$ cat src/rtl/p_accum_out_if.sv
// p_accum_out_if: operand, control and result bundle for one p_accum_out slice.
interface p_accum_out_if;
  logic        CEP;
  logic        IN_VLD;
  logic [4:0]  OPMODE;
  logic [35:0] M;
  logic [47:0] DAB;
  logic [47:0] C;
  logic [47:0] PCIN;
  logic        CIN;
  logic [47:0] P;
  logic [47:0] PCOUT;
  logic        CARRYOUT;
  logic        CARRYOUTF;
  logic        OUT_VLD;
  logic        OVF;

  modport master (
    output CEP, IN_VLD, OPMODE, M, DAB, C, PCIN, CIN,
    input  P, PCOUT, CARRYOUT, CARRYOUTF, OUT_VLD, OVF
  );

  modport slave (
    input  CEP, IN_VLD, OPMODE, M, DAB, C, PCIN, CIN,
    output P, PCOUT, CARRYOUT, CARRYOUTF, OUT_VLD, OVF
  );
endinterface

$ cat src/rtl/p_accum_out.sv
// p_accum_out: DSP post-adder / accumulator with registered P, cascade out,
// carry out and sticky signed-overflow flag.
// Optional feature: define DSP_SAT_EN to clamp P to the signed 48-bit range on
// overflow; without it P wraps modulo 2^48.
module p_accum_out #(
  parameter int unsigned CARRYOUTREG = 1
) (
  input logic            CLK,
  input logic            RSTA,
  p_accum_out_if.slave   bus
);

  localparam int unsigned W   = 48;
  localparam int unsigned MW  = 36;
  localparam int unsigned SW  = W + 1;
  localparam int unsigned RW  = W + 2;

  localparam logic [W-1:0] POS_MAX = {1'b0, {(W-1){1'b1}}};
  localparam logic [W-1:0] NEG_MIN = {1'b1, {(W-1){1'b0}}};

  logic [W-1:0]  p_q, p_d;
  logic          co_q;
  logic          vld_q;
  logic          ovf_q, ovf_d;

  logic [W-1:0]  x_c;
  logic [W-1:0]  z_c;
  logic          sub_c;
  logic [SW-1:0] y_c;
  logic [SW-1:0] sum_c;
  logic          carry_c;
  logic [RW-1:0] res_c;
  logic          sovf_c;
  logic          unused_res_bits;

  // Operand muxes and the 49-bit post-adder; carry is "no borrow" when subtracting
  always_comb begin
    x_c   = '0;
    z_c   = '0;
    sub_c = bus.OPMODE[4];
    unique case (bus.OPMODE[1:0])
      2'b00: x_c = '0;
      2'b01: x_c = {(W-MW)'(0), bus.M};
      2'b10: x_c = p_q;
      default: x_c = bus.DAB;
    endcase
    unique case (bus.OPMODE[3:2])
      2'b00: z_c = '0;
      2'b01: z_c = bus.PCIN;
      2'b10: z_c = p_q;
      default: z_c = bus.C;
    endcase
    y_c = {1'b0, x_c} + SW'(bus.CIN);
    if (sub_c) begin
      sum_c   = {1'b0, z_c} - y_c;
      carry_c = ~sum_c[W];
    end else begin
      sum_c   = {1'b0, z_c} + y_c;
      carry_c = sum_c[W];
    end
  end

  // Exact signed result, used only to detect leaving the signed 48-bit range
  always_comb begin
    res_c = '0;
    if (sub_c) begin
      res_c = {{2{z_c[W-1]}}, z_c} - {{2{x_c[W-1]}}, x_c} - RW'(bus.CIN);
    end else begin
      res_c = {{2{z_c[W-1]}}, z_c} + {{2{x_c[W-1]}}, x_c} + RW'(bus.CIN);
    end
    sovf_c          = ~((&res_c[RW-1:W-1]) | ~(|res_c[RW-1:W-1]));
    unused_res_bits = ^res_c[W-2:0];
  end

  // Next P (wrap or clamp) and sticky overflow update
  always_comb begin
    p_d   = sum_c[W-1:0];
`ifdef DSP_SAT_EN
    if (sovf_c) begin
      p_d = res_c[RW-1] ? NEG_MIN : POS_MAX;
    end
`endif
    ovf_d = ovf_q | (sovf_c & bus.IN_VLD);
  end

  // Result, carry, valid and overflow registers, all under CEP
  always_ff @(posedge CLK or posedge RSTA) begin
    if (RSTA) begin
      p_q   <= '0;
      co_q  <= 1'b0;
      vld_q <= 1'b0;
      ovf_q <= 1'b0;
    end else if (bus.CEP) begin
      p_q   <= p_d;
      co_q  <= carry_c;
      vld_q <= bus.IN_VLD;
      ovf_q <= ovf_d;
    end
  end

  assign bus.P         = p_q;
  assign bus.PCOUT     = p_q;
  assign bus.CARRYOUT  = (CARRYOUTREG != 0) ? co_q : carry_c;
  assign bus.CARRYOUTF = bus.CARRYOUT;
  assign bus.OUT_VLD   = vld_q;
  assign bus.OVF       = ovf_q;

endmodule
$ cat src/flat_wrapper.sv
// flat-port wrapper written by rule: the top's interface ports become plain ports
module p_accum_out_flat 
#(
  parameter int unsigned CARRYOUTREG = 1
)
  (CLK, RSTA, bus_CEP, bus_IN_VLD, bus_OPMODE, bus_M, bus_DAB, bus_C, bus_PCIN, bus_CIN, bus_P, bus_PCOUT, bus_CARRYOUT, bus_CARRYOUTF, bus_OUT_VLD, bus_OVF);
  p_accum_out_if bus_i ();
  input logic CLK;
  input logic RSTA;
  input wire logic [$bits(bus_i.CEP)-1:0] bus_CEP;
  input wire logic [$bits(bus_i.IN_VLD)-1:0] bus_IN_VLD;
  input wire logic [$bits(bus_i.OPMODE)-1:0] bus_OPMODE;
  input wire logic [$bits(bus_i.M)-1:0] bus_M;
  input wire logic [$bits(bus_i.DAB)-1:0] bus_DAB;
  input wire logic [$bits(bus_i.C)-1:0] bus_C;
  input wire logic [$bits(bus_i.PCIN)-1:0] bus_PCIN;
  input wire logic [$bits(bus_i.CIN)-1:0] bus_CIN;
  output wire logic [$bits(bus_i.P)-1:0] bus_P;
  output wire logic [$bits(bus_i.PCOUT)-1:0] bus_PCOUT;
  output wire logic [$bits(bus_i.CARRYOUT)-1:0] bus_CARRYOUT;
  output wire logic [$bits(bus_i.CARRYOUTF)-1:0] bus_CARRYOUTF;
  output wire logic [$bits(bus_i.OUT_VLD)-1:0] bus_OUT_VLD;
  output wire logic [$bits(bus_i.OVF)-1:0] bus_OVF;
  assign bus_i.CEP = bus_CEP;
  assign bus_i.IN_VLD = bus_IN_VLD;
  assign bus_i.OPMODE = bus_OPMODE;
  assign bus_i.M = bus_M;
  assign bus_i.DAB = bus_DAB;
  assign bus_i.C = bus_C;
  assign bus_i.PCIN = bus_PCIN;
  assign bus_i.CIN = bus_CIN;
  assign bus_P = bus_i.P;
  assign bus_PCOUT = bus_i.PCOUT;
  assign bus_CARRYOUT = bus_i.CARRYOUT;
  assign bus_CARRYOUTF = bus_i.CARRYOUTF;
  assign bus_OUT_VLD = bus_i.OUT_VLD;
  assign bus_OVF = bus_i.OVF;
  p_accum_out #(.CARRYOUTREG(CARRYOUTREG)) u_core (.CLK(CLK), .RSTA(RSTA), .bus(bus_i));
endmodule
$ cat config.mk
export PLATFORM = sky130hd
export DESIGN_NAME = p_accum_out_flat
export DESIGN_NICKNAME = d
export VERILOG_FILES = /design/src/rtl/p_accum_out_if.sv /design/src/rtl/p_accum_out.sv /design/src/flat_wrapper.sv
export SDC_FILE = /design/constraint.sdc
export NUM_CORES = 1
export LEC_CHECK = 0
export CAP_MARGIN = 20
export CORE_MARGIN = 1.5
export CORE_UTILIZATION = 40
export DETAILED_ROUTE_END_ITERATION = 8
export PLACE_DENSITY_LB_ADDON = 0.2
export SYNTH_ARGS = -nofsm -noshare
export SYNTH_HDL_FRONTEND = slang
export SYNTH_SLANG_ARGS = --single-unit
$ cat constraint.sdc
create_clock -name CLK -period 7.7 [get_ports CLK]
set_clock_uncertainty 0.15 [all_clocks]
set_input_delay 1.54 -clock CLK [delete_from_list [all_inputs] [get_ports CLK]]
set_output_delay 1.54 -clock CLK [all_outputs]
set_load 0.01 [all_outputs]
==> flow_metrics.py <==
metrics = {
    "outcome": {
        "status": "finished, final reports clean",
    },
    "pwr": {
        "power.switching_mw": 3.83,
        "p_leak_nw": 8.94,
        "power_frac_comb_pct": 85.3,
        "seqPwrFrac_pct": 10.6,
        "netSwitchingFraction_pct": 58.2,
        "clockPowerShare_pct": 4.1,
        "power_density_mw_per_mm2": 307,
        "power.total_mw": 6.59,
        "max-vdd-ir-drop_mv": 0.176,
        "p_int_mw": 2.75,
    },
    "yosys": {
        "synthMuxAreaShare_pct": 8.61,
        "synth.area.top_cells": "ha_1, mux2_2, dfrtp_1",
        "netlist_area_mm2": 0.0177,
        "syn_avg_cell_area_um2": 7.10,
        "ys_seq_area_share_pct": 7.20,
        "synth_fa_ha_area_share_pct": 14.2,
        "synth.distinct_cells": 109,
        "yosys.area_share.xor_xnor_pct": 5.64,
        "synth.top_cell.area_share_pct": 13.7,
        "yosys.area_share.simple_pct": 21.4,
        "synth_edf_count": 0,
        "synth_ff_type": "dfrtp_1",
        "synth_fp_nets": 2883,
        "synth_most_common_cell": "nor2_1",
        "ys_ff_latch": 51,
        "synth_compound_area_share_pct": 32.9,
        "yosysTopAreaCell": "ha_1",
        "ys_async_sr_fraction_pct": 100,
        "syn_inst": 2495,
        "synth_top_family_by_area": "compound AO/OA/AOI/OAI gates",
        "yosysWarnings": 0,
        "synthTopCellsByCount": "nor2_1, a21oi_1, ha_1",
    },
    "setup_path": {
        "cp.required_ns": 7.78,
        "slowest_stage": "clkdlybuf4s50_1",
        "cpPeakStageDelay_ns": 0.64,
        "cp_num_cells": 25,
        "worst_setup_path_start_kind": "primary input",
        "end_kind": "register",
        "worstSetupPathType": "primary input to register",
        "critical_path_buf_inv_count": 1,
        "worst-path-max-fanout": 4,
        "cpLargestDelayFamily": "simple AND/OR/NAND/NOR gates",
        "worstRegToRegCells": 24,
        "crit_arrival_ns": 7.45,
    },
    "grt": {
        "grt_overflow_total": 0,
        "grt_pass1_vias": 20000,
        "grt_pass1_wl_mm": 129,
        "grt_antenna_before_repair": 4,
        "grt_max_degree": 72,
        "grt_usage_pct": 38.2,
    },
    "place": {
        "dpl.cell_count": 3307,
        "io_buffers": 289,
        "preCtsSetupSlack_ns": -0.281,
        "dpl_cell_area_mm2": 0.0213,
        "gp_congestion": 1.06,
        "dpl.hpwl_mm": 74.1,
    },
    "die": {
        "num_io_pins": 290,
        "start_util_pct": 40.9,
        "die-area_mm2": 0.0456,
        "die_y_um": 213,
        "fp.dieW_um": 213,
        "coreArea_mm2": 0.0434,
        "rows": 76,
    },
    "cells_and_area": {
        "multiInputGateArea_mm2": 0.0147,
        "fin_area_mm2": 0.0214,
        "syn2layout_area_growth_pct": 21.0,
        "nFillCells": 4403,
        "fin_cells": 3319,
        "drive_above_1_share_pct": 12.8,
        "fin_nets": 3118,
        "seqCellArea_mm2": 0.00128,
    },
    "sta": {
        "slew_headroom_pct": 29.9,
        "tightest_slew_ns": 1.04,
        "hold_viol": 0,
        "setup_viol": 0,
        "max_freq_ghz": 0.136,
        "drv_slew": 0,
        "whs_ns": 0.356,
        "fin_crit_ns": 7.37,
        "setup_ws_ns": 0.329,
        "fin_crit_sh_pct": 95.7,
    },
    "cts": {
        "clk_latency_ns": 0.33,
        "cts_resized": 0,
        "cts_tree": "yes",
        "clkTransAtPathRegs_ns": 0.10,
        "clkSinkCount": 51,
        "numCtsBuffers": 5,
        "ctsHtreeMaxLevel": 2,
        "ctsHoldBuffers": 0,
        "clockRootBuffer": "clkbuf_16",
        "cts_buffer_depth": 2,
        "post_cts_buffers": 0,
    },
    "detailed_routing": {
        "dr_total_vias": 21100,
        "drc_errors": 0,
        "avgRoutedWirePerCell_um": 26.9,
        "drt-total-wl_mm": 89.3,
        "avgViaCountPerCell": 6.37,
        "postRouteAntennaNets": 0,
        "drt-initial-drc-count": 2678,
        "dr.pass1.iters": 6,
    },
    "min_path": {
        "hold_depth": 2,
        "worstHoldPathType": "register to register",
    },
    "job": {
        "max-cap-violations": 0,
    },
}
[cells by family (layout without fill, tap and decap cells)]
group | count (synthesis) | count (layout)
multiplexers | 137 | 137
AND/OR/NAND/NOR | 757 | 757
flip-flops | 51 | 51
XOR/XNOR | 114 | 114
buffers and inverters | 389 | 625
AO/OA/AOI/OAI | 849 | 849
adder cells (fa/ha/maj) | 198 | 198
other | 0 | 3
[power groups by stage]
| stage | logic, mW | registers, mW | clock network, mW |
|---|---|---|---|
| detailed placement | 5.40 | 0.682 | 0 |
| floorplan | 3.39 | 0.584 | 0 |
| global route | 5.95 | 0.701 | 0.282 |
| global placement | 5.42 | 0.680 | 0 |
| CTS | 5.44 | 0.680 | 0.275 |
| finish | 5.62 | 0.696 | 0.273 |
[per-stage QoR]
step                setup TNS [ns]  util, %
floorplan                        0        -
CTS                              0     49.4
detailed placement          -0.281     49.0
finish                           0     49.4
global route             -0.000391     49.4
global placement            -0.250     49.0
[worst paths after layout]
| path | to | slack, ns | startpoint |
|---|---|---|---|
| max | u_core.bus.CARRYOUT | 0.33 | bus_DAB[0] |
| min | u_core.bus.OVF | 0.36 | u_core.bus.OVF |
| max reg2reg | u_core.bus.CARRYOUT | 1.45 | u_core.bus.P[0] |
| min reg2reg | u_core.bus.OVF | 0.36 | u_core.bus.OVF |
| max in group asynchronous | u_core.bus.P[24] | 5.23 | RSTA |
| min in group asynchronous | u_core.bus.OUT_VLD | 1.60 | RSTA |
[routing by layer]
metal	GRT usage (%)	share of wire [%]
met5	0	0
met2	56.0	42
met3	4.50	8.5
met4	19.1	5.7
met1	54.7	44
[area by class of cell]
type	count	share of cell area, %
timing repair buffer	417	17.9
inverter	200	3.50
tap	585	3.41
antenna	3	0.0350
sequential	51	5.95
clock buffer	6	0.648
clock inverter	2	0.0759
multi-input combinational	2055	68.5
[worst min-delay path, delay by kind of cell, from the launching register on]
kind                   cells  cell delay [ns]
AOI/OAI and AO/OA          1             0.06
DFF                        1             0.37
buffers and inverters      1             0.04
[cells in the final DEF, fill, tap and decap left out, drive strengths merged, types with 58 or more instances in the layout]
| cell type | count |
|---|---|
| clkdlybuf4s50 | 283 |
| a21oi | 238 |
| o21ai | 149 |
| xnor2 | 101 |
| mux2 | 123 |
| nor3 | 58 |
| nand2 | 162 |
| nand3 | 60 |
| inv | 197 |
| ha | 194 |
| a22o | 88 |
| buf | 134 |
| nor2 | 235 |
[registers in the layout, summed over array words and instances (netlist names)]
signal and cells:
u_core.bus.OUT_VLD 1, u_core.bus.CARRYOUT 1, u_core.bus.P 48, u_core.bus.OVF 1
No activity file was read; power rests on OpenSTA's default activity.
